===== src/rtl/multicycle_cpu_core.sv =====
// Multicycle MIPS-subset core: datapath and control FSM in one block, with a
// request/ready port to a unified memory and precise interrupt entry/return.
module multicycle_cpu_core #(
    parameter logic [31:0] RESET_PC   = 32'd128,
    parameter logic [31:0] IRQ_VECTOR = 32'd4088,
    parameter int          ADDR_W     = 32
) (
    input  logic              clk,
    input  logic              reset,
    output logic              mem_req,
    output logic              mem_we,
    output logic [ADDR_W-1:0] mem_addr,
    output logic [31:0]       mem_wdata,
    input  logic [31:0]       mem_rdata,
    input  logic              mem_ready,
    input  logic              irq,
    output logic              irq_ack,
    output logic              in_isr,
    output logic [31:0]       pc,
    output logic [3:0]        state
);

    typedef enum logic [3:0] {
        S_FETCH  = 4'd0,
        S_DECODE = 4'd1,
        S_MEMADR = 4'd2,
        S_MEMRD  = 4'd3,
        S_MEMWB  = 4'd4,
        S_MEMWR  = 4'd5,
        S_EXEC   = 4'd6,
        S_ALUWB  = 4'd7,
        S_BRANCH = 4'd8,
        S_ADDIEX = 4'd9,
        S_ADDIWB = 4'd10,
        S_JUMP   = 4'd11,
        S_JAL    = 4'd12,
        S_ERET   = 4'd13
    } state_t;

    localparam logic [5:0] OP_RTYPE = 6'b000000;
    localparam logic [5:0] OP_J     = 6'b000010;
    localparam logic [5:0] OP_JAL   = 6'b000011;
    localparam logic [5:0] OP_BEQ   = 6'b000100;
    localparam logic [5:0] OP_ADDI  = 6'b001000;
    localparam logic [5:0] OP_COP0  = 6'b010000;
    localparam logic [5:0] OP_LW    = 6'b100011;
    localparam logic [5:0] OP_SW    = 6'b101011;
    localparam logic [5:0] F_ADD    = 6'b100000;
    localparam logic [5:0] F_SUB    = 6'b100010;
    localparam logic [5:0] F_AND    = 6'b100100;
    localparam logic [5:0] F_OR     = 6'b100101;
    localparam logic [5:0] F_SLT    = 6'b101010;
    localparam logic [5:0] F_ERET   = 6'b011000;

    state_t      r_state;
    state_t      w_next_state;
    logic [31:0] r_pc, r_epc, r_ir, r_a, r_b, r_alu_out, r_mdr;
    logic        r_in_isr;
    logic        r_req_pend;
    logic [31:0] r_rf [32];

    logic [5:0]  w_op, w_funct;
    logic [4:0]  w_rs, w_rt, w_rd;
    logic [31:0] w_imm_sext, w_jump_target, w_rs_val, w_rt_val;
    logic [31:0] w_alu_result, w_addr, w_rf_wdata;
    logic [4:0]  w_rf_waddr;
    logic        w_mem_req, w_mem_we, w_irq_take, w_rf_we;

    assign w_op          = r_ir[31:26];
    assign w_rs          = r_ir[25:21];
    assign w_rt          = r_ir[20:16];
    assign w_rd          = r_ir[15:11];
    assign w_funct       = r_ir[5:0];
    assign w_imm_sext    = {{16{r_ir[15]}}, r_ir[15:0]};
    assign w_jump_target = {r_pc[31:28], r_ir[25:0], 2'b00};
    assign w_rs_val      = (w_rs == 5'd0) ? 32'd0 : r_rf[w_rs];
    assign w_rt_val      = (w_rt == 5'd0) ? 32'd0 : r_rf[w_rt];

    // R-type ALU; unknown funct codes yield zero
    always_comb begin
        w_alu_result = 32'd0;
        case (w_funct)
            F_ADD:   w_alu_result = r_a + r_b;
            F_SUB:   w_alu_result = r_a - r_b;
            F_AND:   w_alu_result = r_a & r_b;
            F_OR:    w_alu_result = r_a | r_b;
            F_SLT:   w_alu_result = ($signed(r_a) < $signed(r_b)) ? 32'd1 : 32'd0;
            default: w_alu_result = 32'd0;
        endcase
    end

    // Next-state, memory request and register-file write control
    always_comb begin
        w_next_state = r_state;
        w_mem_req    = 1'b0;
        w_mem_we     = 1'b0;
        w_addr       = r_pc;
        w_irq_take   = 1'b0;
        w_rf_we      = 1'b0;
        w_rf_waddr   = w_rt;
        w_rf_wdata   = r_alu_out;
        case (r_state)
            S_FETCH: begin
                // An interrupt may only replace a fetch that has not yet been issued
                if (irq && !r_in_isr && !r_req_pend) begin
                    w_irq_take = 1'b1;
                end else begin
                    w_mem_req = 1'b1;
                    if (mem_ready) w_next_state = S_DECODE;
                    else           w_next_state = S_FETCH;
                end
            end
            S_DECODE: begin
                case (w_op)
                    OP_LW, OP_SW: w_next_state = S_MEMADR;
                    OP_RTYPE:     w_next_state = S_EXEC;
                    OP_BEQ:       w_next_state = S_BRANCH;
                    OP_ADDI:      w_next_state = S_ADDIEX;
                    OP_J:         w_next_state = S_JUMP;
                    OP_JAL:       w_next_state = S_JAL;
                    OP_COP0: begin
                        if (w_funct == F_ERET) w_next_state = S_ERET;
                        else                   w_next_state = S_FETCH;
                    end
                    default:      w_next_state = S_FETCH;
                endcase
            end
            S_MEMADR: begin
                if (w_op == OP_SW) w_next_state = S_MEMWR;
                else               w_next_state = S_MEMRD;
            end
            S_MEMRD: begin
                w_mem_req = 1'b1;
                w_addr    = r_alu_out;
                if (mem_ready) w_next_state = S_MEMWB;
                else           w_next_state = S_MEMRD;
            end
            S_MEMWB: begin
                w_rf_we      = 1'b1;
                w_rf_wdata   = r_mdr;
                w_next_state = S_FETCH;
            end
            S_MEMWR: begin
                w_mem_req = 1'b1;
                w_mem_we  = 1'b1;
                w_addr    = r_alu_out;
                if (mem_ready) w_next_state = S_FETCH;
                else           w_next_state = S_MEMWR;
            end
            S_EXEC:   w_next_state = S_ALUWB;
            S_ALUWB: begin
                w_rf_we      = 1'b1;
                w_rf_waddr   = w_rd;
                w_next_state = S_FETCH;
            end
            S_ADDIEX: w_next_state = S_ADDIWB;
            S_ADDIWB: begin
                w_rf_we      = 1'b1;
                w_next_state = S_FETCH;
            end
            S_JAL: begin
                w_rf_we      = 1'b1;
                w_rf_waddr   = 5'd31;
                w_rf_wdata   = r_pc;
                w_next_state = S_FETCH;
            end
            default:  w_next_state = S_FETCH;
        endcase
    end

    // Handshake outputs are forced low for as long as reset is held
    always_comb begin
        if (reset) begin
            mem_req = 1'b0;
            mem_we  = 1'b0;
            irq_ack = 1'b0;
        end else begin
            mem_req = w_mem_req;
            mem_we  = w_mem_we;
            irq_ack = w_irq_take;
        end
    end

    assign mem_addr  = w_addr[ADDR_W-1:0];
    assign mem_wdata = r_b;
    assign pc        = r_pc;
    assign in_isr    = r_in_isr;
    assign state     = r_state;

    // Architectural and datapath registers
    always_ff @(posedge clk or posedge reset) begin
        if (reset) begin
            r_state    <= S_FETCH;
            r_pc       <= RESET_PC;
            r_epc      <= 32'd0;
            r_ir       <= 32'd0;
            r_a        <= 32'd0;
            r_b        <= 32'd0;
            r_alu_out  <= 32'd0;
            r_mdr      <= 32'd0;
            r_in_isr   <= 1'b0;
            r_req_pend <= 1'b0;
        end else begin
            r_state    <= w_next_state;
            r_req_pend <= w_mem_req & ~mem_ready;
            case (r_state)
                S_FETCH: begin
                    if (w_irq_take) begin
                        r_epc    <= r_pc;
                        r_pc     <= IRQ_VECTOR;
                        r_in_isr <= 1'b1;
                    end else if (mem_ready) begin
                        r_ir <= mem_rdata;
                        r_pc <= r_pc + 32'd4;
                    end
                end
                S_DECODE: begin
                    r_a       <= w_rs_val;
                    r_b       <= w_rt_val;
                    r_alu_out <= r_pc + (w_imm_sext << 2);
                end
                S_MEMADR, S_ADDIEX: r_alu_out <= r_a + w_imm_sext;
                S_MEMRD: begin
                    if (mem_ready) r_mdr <= mem_rdata;
                end
                S_EXEC:   r_alu_out <= w_alu_result;
                S_BRANCH: begin
                    if (r_a == r_b) r_pc <= r_alu_out;
                end
                S_JUMP, S_JAL: r_pc <= w_jump_target;
                S_ERET: begin
                    r_pc     <= r_epc;
                    r_in_isr <= 1'b0;
                end
                default: ;
            endcase
        end
    end

    // Register file keeps its contents across reset; r0 is never written
    always_ff @(posedge clk) begin
        if (w_rf_we && (w_rf_waddr != 5'd0)) r_rf[w_rf_waddr] <= w_rf_wdata;
    end

endmodule


===== config.mk =====
export PLATFORM = sky130hd
export DESIGN_NAME = multicycle_cpu_core
export DESIGN_NICKNAME = d
export VERILOG_FILES = /design/src/rtl/multicycle_cpu_core.sv
export SDC_FILE = /design/constraint.sdc
export NUM_CORES = 2
export LEC_CHECK = 0
export CAP_MARGIN = 20
export CELL_PAD_IN_SITES_DETAIL_PLACEMENT = 1
export CELL_PAD_IN_SITES_GLOBAL_PLACEMENT = 1
export CORE_MARGIN = 3
export CORE_UTILIZATION = 25
export CTS_CLUSTER_SIZE = 8
export DETAILED_ROUTE_END_ITERATION = 7
export PLACE_DENSITY_LB_ADDON = 0.15
export REMOVE_ABC_BUFFERS = 1
export SLEW_MARGIN = 5
export SYNTH_ARGS = -nofsm -noshare
export SYNTH_HDL_FRONTEND = slang
export SYNTH_SLANG_ARGS = --single-unit

===== constraint.sdc =====
create_clock -name clk -period 15 [get_ports clk]
set_input_delay 3 -clock clk [delete_from_list [all_inputs] [get_ports clk]]
set_output_delay 3 -clock clk [all_outputs]
set_load 0.005 [all_outputs]

# == Word level (Yosys, flattened, before mapping) ==
# Memory sizes are Yosys's and may differ from the RTL's.
# Index checks and enable logic that the tools add are counted.
# totals
regBits,230
mem_bits_rw,1024
in_bits,36
word_cells,113
memories,1
# mem_list
memory,words,width,read_ports,rd_ports_with_merged_regs,wr,line,source
r_rf,32,32,2,0,1,60,logic [31:0] r_rf [32];
# classes
add_sub_neg,5
magnitude_cmp,1
eq_ne,31
n_mux,33
bitwise,6
n_reduce_logical,25
# ops
cell,count
two-way mux 32 bit,6
one-hot mux 32 bit (5 select lines),1
one-hot mux 32 bit (4 select lines),1
adder 32 bit,3
one-hot mux 32 bit (3 select lines),1
one-hot mux 32 bit (2 select lines),1
one-hot mux 4 bit (7 select lines),2
"== test 6 bit, second input constant",7
"adder 32 x 3 -> 32 bit, second input constant",1
AND 32 bit,1
== test 32 bit,1
less-than comparator 32 bit,1
bitwise OR 32 bit,1
subtractor 32 bit,1
"== test 4 bit, second input constant",6
"== test 4 x 3 -> 1 bit, second input constant",4
two-way mux 1 bit,13
"== test 6 x 2 -> 1 bit, second input constant",2
"== test 6 x 5 -> 1 bit, second input constant",2
zero test 5 bit,2
one-hot mux 5 bit (2 select lines),1
two-way mux 3 bit,3
"== test 4 x 2 -> 1 bit, second input constant",2
two-way mux 4 bit,2
other kinds (21),36

# == Logic depth before layout (Yosys ltp) ==
# depth
word_depth,7
ltp_mapped,13
mapped_depth_nobuf,13

# == Worst setup path before layout ==
# No wires, ideal clock.
# synth_timing
path_type,input port to output port
startpoint,input irq
endpoint,output irq_ack
arrival_time_ns,3.755
path_slack_ns,8.245
cell_stages,4
n_path_buf,1
cell_sequence,nor3b_1 nand3_1 clkbuf_1 nor2_1
# synth_between
elab_chain_cells,5
# synth_lines
item,line,source
from (decl),16,"input logic irq,"
logical AND 1 bit (2 in series),105,if (irq && !r_in_isr && !r_req_pend) begin
two-way mux 1 bit,105,
two-way mux 1 bit,102,case (r_state)
two-way mux 1 bit,173,if (reset) begin
to (decl),17,"output logic irq_ack,"
# Every way passes these cells.

# == Worst setup path after layout ==
# Ends and elaborated chain as after synthesis.

==> flow_summary.ini <==
[power]
vdd_drop_max_mv = 0.140
p_leak_nw = 26.3
p_per_area_nw_per_um2 = 234

[sta]
fin_setup_tns_ps = 0
min_period_ps = 7630
hold_viol = 0
rsz0062_at_grt = false
worst_pin_slew_ps = 1120
finalCritPeriodShare = 0.509
slew_violations = 0
fmax_mhz = 131
setup_viol = 0
setup_ws_ps = 7370
finClkSkew_ps = 62.5
maxSlewHeadroom = 0.253

[logic_synthesis]
synth_warnings = 0
yosys.area.top_type_share = 0.461
syn-mean-instance-area_um2 = 14.4
synthArstFlopShare = 0.183
synth_ff_type = edfxtp_1
synth_most_common_cell = edfxtp_1
netlist_instances = 4642
synth_area_leaders = edfxtp_1 (46%), mux4_2 (16%), dfrtp_1 (8.6%), mux2i_1 (3.3%), ha_1 (3.2%)
synth.distinct_cells = 92
synth_area_um2 = 66700
ys_seq_elements = 1254
synth_edf_count = 1024
yosysTopAreaCell = edfxtp_1
synth_seq_area_share = 0.547
synthTopCellsByCount = edfxtp_1 (1024), mux4_2 (468), a21oi_1 (240)

[worst_setup_path]
cpMaxStageDelayCell = clkdlybuf4s50_1
required_ps = 12000
worstSetupPathDepth = 5
cp-end-kind = primary output
crit_arrival_ps = 4630
crit_fanout = 3
crit_family = buffers and inverters
crit_top_cell = clkdlybuf4s50_1
r2r_end = mem_wdata[11]$_DFFE_PP0P_
worstSetupPathType = in -> out
path_cells = clkdlybuf4s50_1, nor3b_1, nand3_2, nor2_1, clkdlybuf4s50_1
reg2reg_slack_ps = 9370
ff2ff_path_depth = 10
critPathLaunchType = primary input
rr_startpoint = r_ir[16]$_DFFE_PP0P_
max_stage_delay_ps = 530
path_buf_inv = 2

[die]
ios = 140
dieArea_um2 = 273000
rows = 188
die_w_um = 523
dieHeight_um = 523
coreArea_um2 = 264000
initial_core_util = 0.253

[routing]
num_vias = 45294
drt_iter0_drc = 4605
wl_per_cell_um = 33.4
vias_per_cell = 5.38
drtPass1Iterations = 5
wirelength_mm = 281
drc_errors = 0
ant_nets = 0

[global_routing]
grt_use_total = 0.203
grt_overflow = 0
grt_antenna_before_repair = 16
grt_max_degree = 109
grt_pass1_vias = 47423
grt_pass1_wl_mm = 390

[cts]
cts_tree = yes
cts_sinks = 1254
cts-root-buf = clkbuf_16
hold_buffers = 0
cts_post_setup_buffers_inserted = 0
cts_buffers = 177
clk_latency_ps = 860
clkTransAtPathRegs_ps = 50
htree_levels = 4
ctsResizeCount = 0
clk_path_buf_depth = 3

[layout]
finalNonFillerCells = 8418
drive_gt1_frac = 0.230
areaGrowthSynthToFinish_pct = 17.1
fillers = 27875
fin_nets = 5012
multi_input_area_um2 = 29000
register_area_um2 = 36500

[placement]
place_congestion = 0.875
dp_worst_setup_slack_ps = 7350
io_buffers = 139
hpwl_mm = 179
dp.cells = 8137

[min_path]
min-delay-start = r_epc[3]$_DFFE_PP0P_
min_delay_path_depth = 2
hold_class = reg -> reg
min_to = r_epc[3]$_DFFE_PP0P_

[outcome]
outcome = completed

[flow_run]
maxCapViolCount = 0
-- sequential cells by signal (all words and copies together), names as in the netlist, 32 cells and up --
name,cells
r_rf,1024
mem_wdata,32
pc,32
r_a,32
r_alu_out,32
r_epc,32
r_ir,32
r_mdr,32
-- placed cells by master, fill, tap and decap left out, types with 141 or more instances in the layout --
master        n
buf_4       141
a21oi_1     206
ha_1        168
nor2_1      202
edfxtp_1   1024
mux2_2      186
o21ai_0     199
mux2i_1     219
nand2_1     203
mux4_2      468
clkbuf_16   178
dfrtp_1     218
-- final cells by class --
| type | count | area share |
|---|---|---|
| flip-flops and latches | 1254 | 0.468 |
| multi-input cells | 2964 | 0.371 |
| clock buffers | 256 | 0.0609 |
| well taps | 3515 | 0.0563 |
| repair buffers | 289 | 0.0340 |
| inverters | 118 | 0.00577 |
| clock inverters | 18 | 0.00349 |
| diodes | 4 | 0.000128 |
-- power breakdown --
part / internal, mW / total (mW) / switching, mW
sequential: 4.60 / 5.42 / 0.817
clock: 2.19 / 3.78 / 1.59
combinational: 3.53 / 9.09 / 5.56
total: 10.3 / 18.3 / 7.96
-- worst max path at each step --
| stage | slack [ps] | endpoint | startpoint |
|---|---|---|---|
| CTS | 7340 | mem_req | irq |
| detailed placement | 7350 | irq_ack | irq |
| floorplan | -320 | r_rf[11][0]$_DFFE_PP_ | r_ir[16]$_DFFE_PP0P_ |
| global placement | 7310 | mem_req | irq |
| finish | 7370 | irq_ack | irq |
| global route | 7220 | mem_req | irq |
-- layer usage --
| metal | GRT usage | up-vias | routed length (µm) |
|---|---|---|---|
| met5 | 0 | - | 0 |
| met4 | 0.0585 | 0 | 8210 |
| met3 | 0.0302 | 328 | 13000 |
| met2 | 0.325 | 1225 | 131000 |
| met1 | 0.284 | 24630 | 129000 |
| li1 | - | 19111 | - |
-- stage by stage --
step / utilization / hold WS, ps / total power, mW / cell area (µm²)
2_1_floorplan: - / 451 / 11.9 / 65400
3_3_place_gp: 0.276 / 465 / 14.5 / 72900
3_5_place_dp: 0.276 / 477 / 14.5 / 73000
4_1_cts: 0.296 / 489 / 18.4 / 78000
5_1_grt: 0.296 / 516 / 19.3 / 78100
6_report: 0.296 / 488 / 18.3 / 78100
-- worst min-delay path: stages (launching register included) --
cell     delay (ps)
dfrtp_1         340
nand2_1          50
o21ai_0          60
-- cells by family after synthesis --
| logic type | Yosys count | share of synthesized area |
|---|---|---|
| xor gates and xnor gates | 58 | 0.00762 |
| and+or+nand+nor | 750 | 0.0533 |
| buffers and inverters | 455 | 0.0274 |
| AOI/OAI and AO/OA | 1079 | 0.109 |
| muxes | 873 | 0.222 |
| adders and majority gates | 172 | 0.0327 |
| DFF | 1254 | 0.547 |
| other | 1 | 0.0000562 |
No activity file was read; power rests on OpenSTA's default activity.
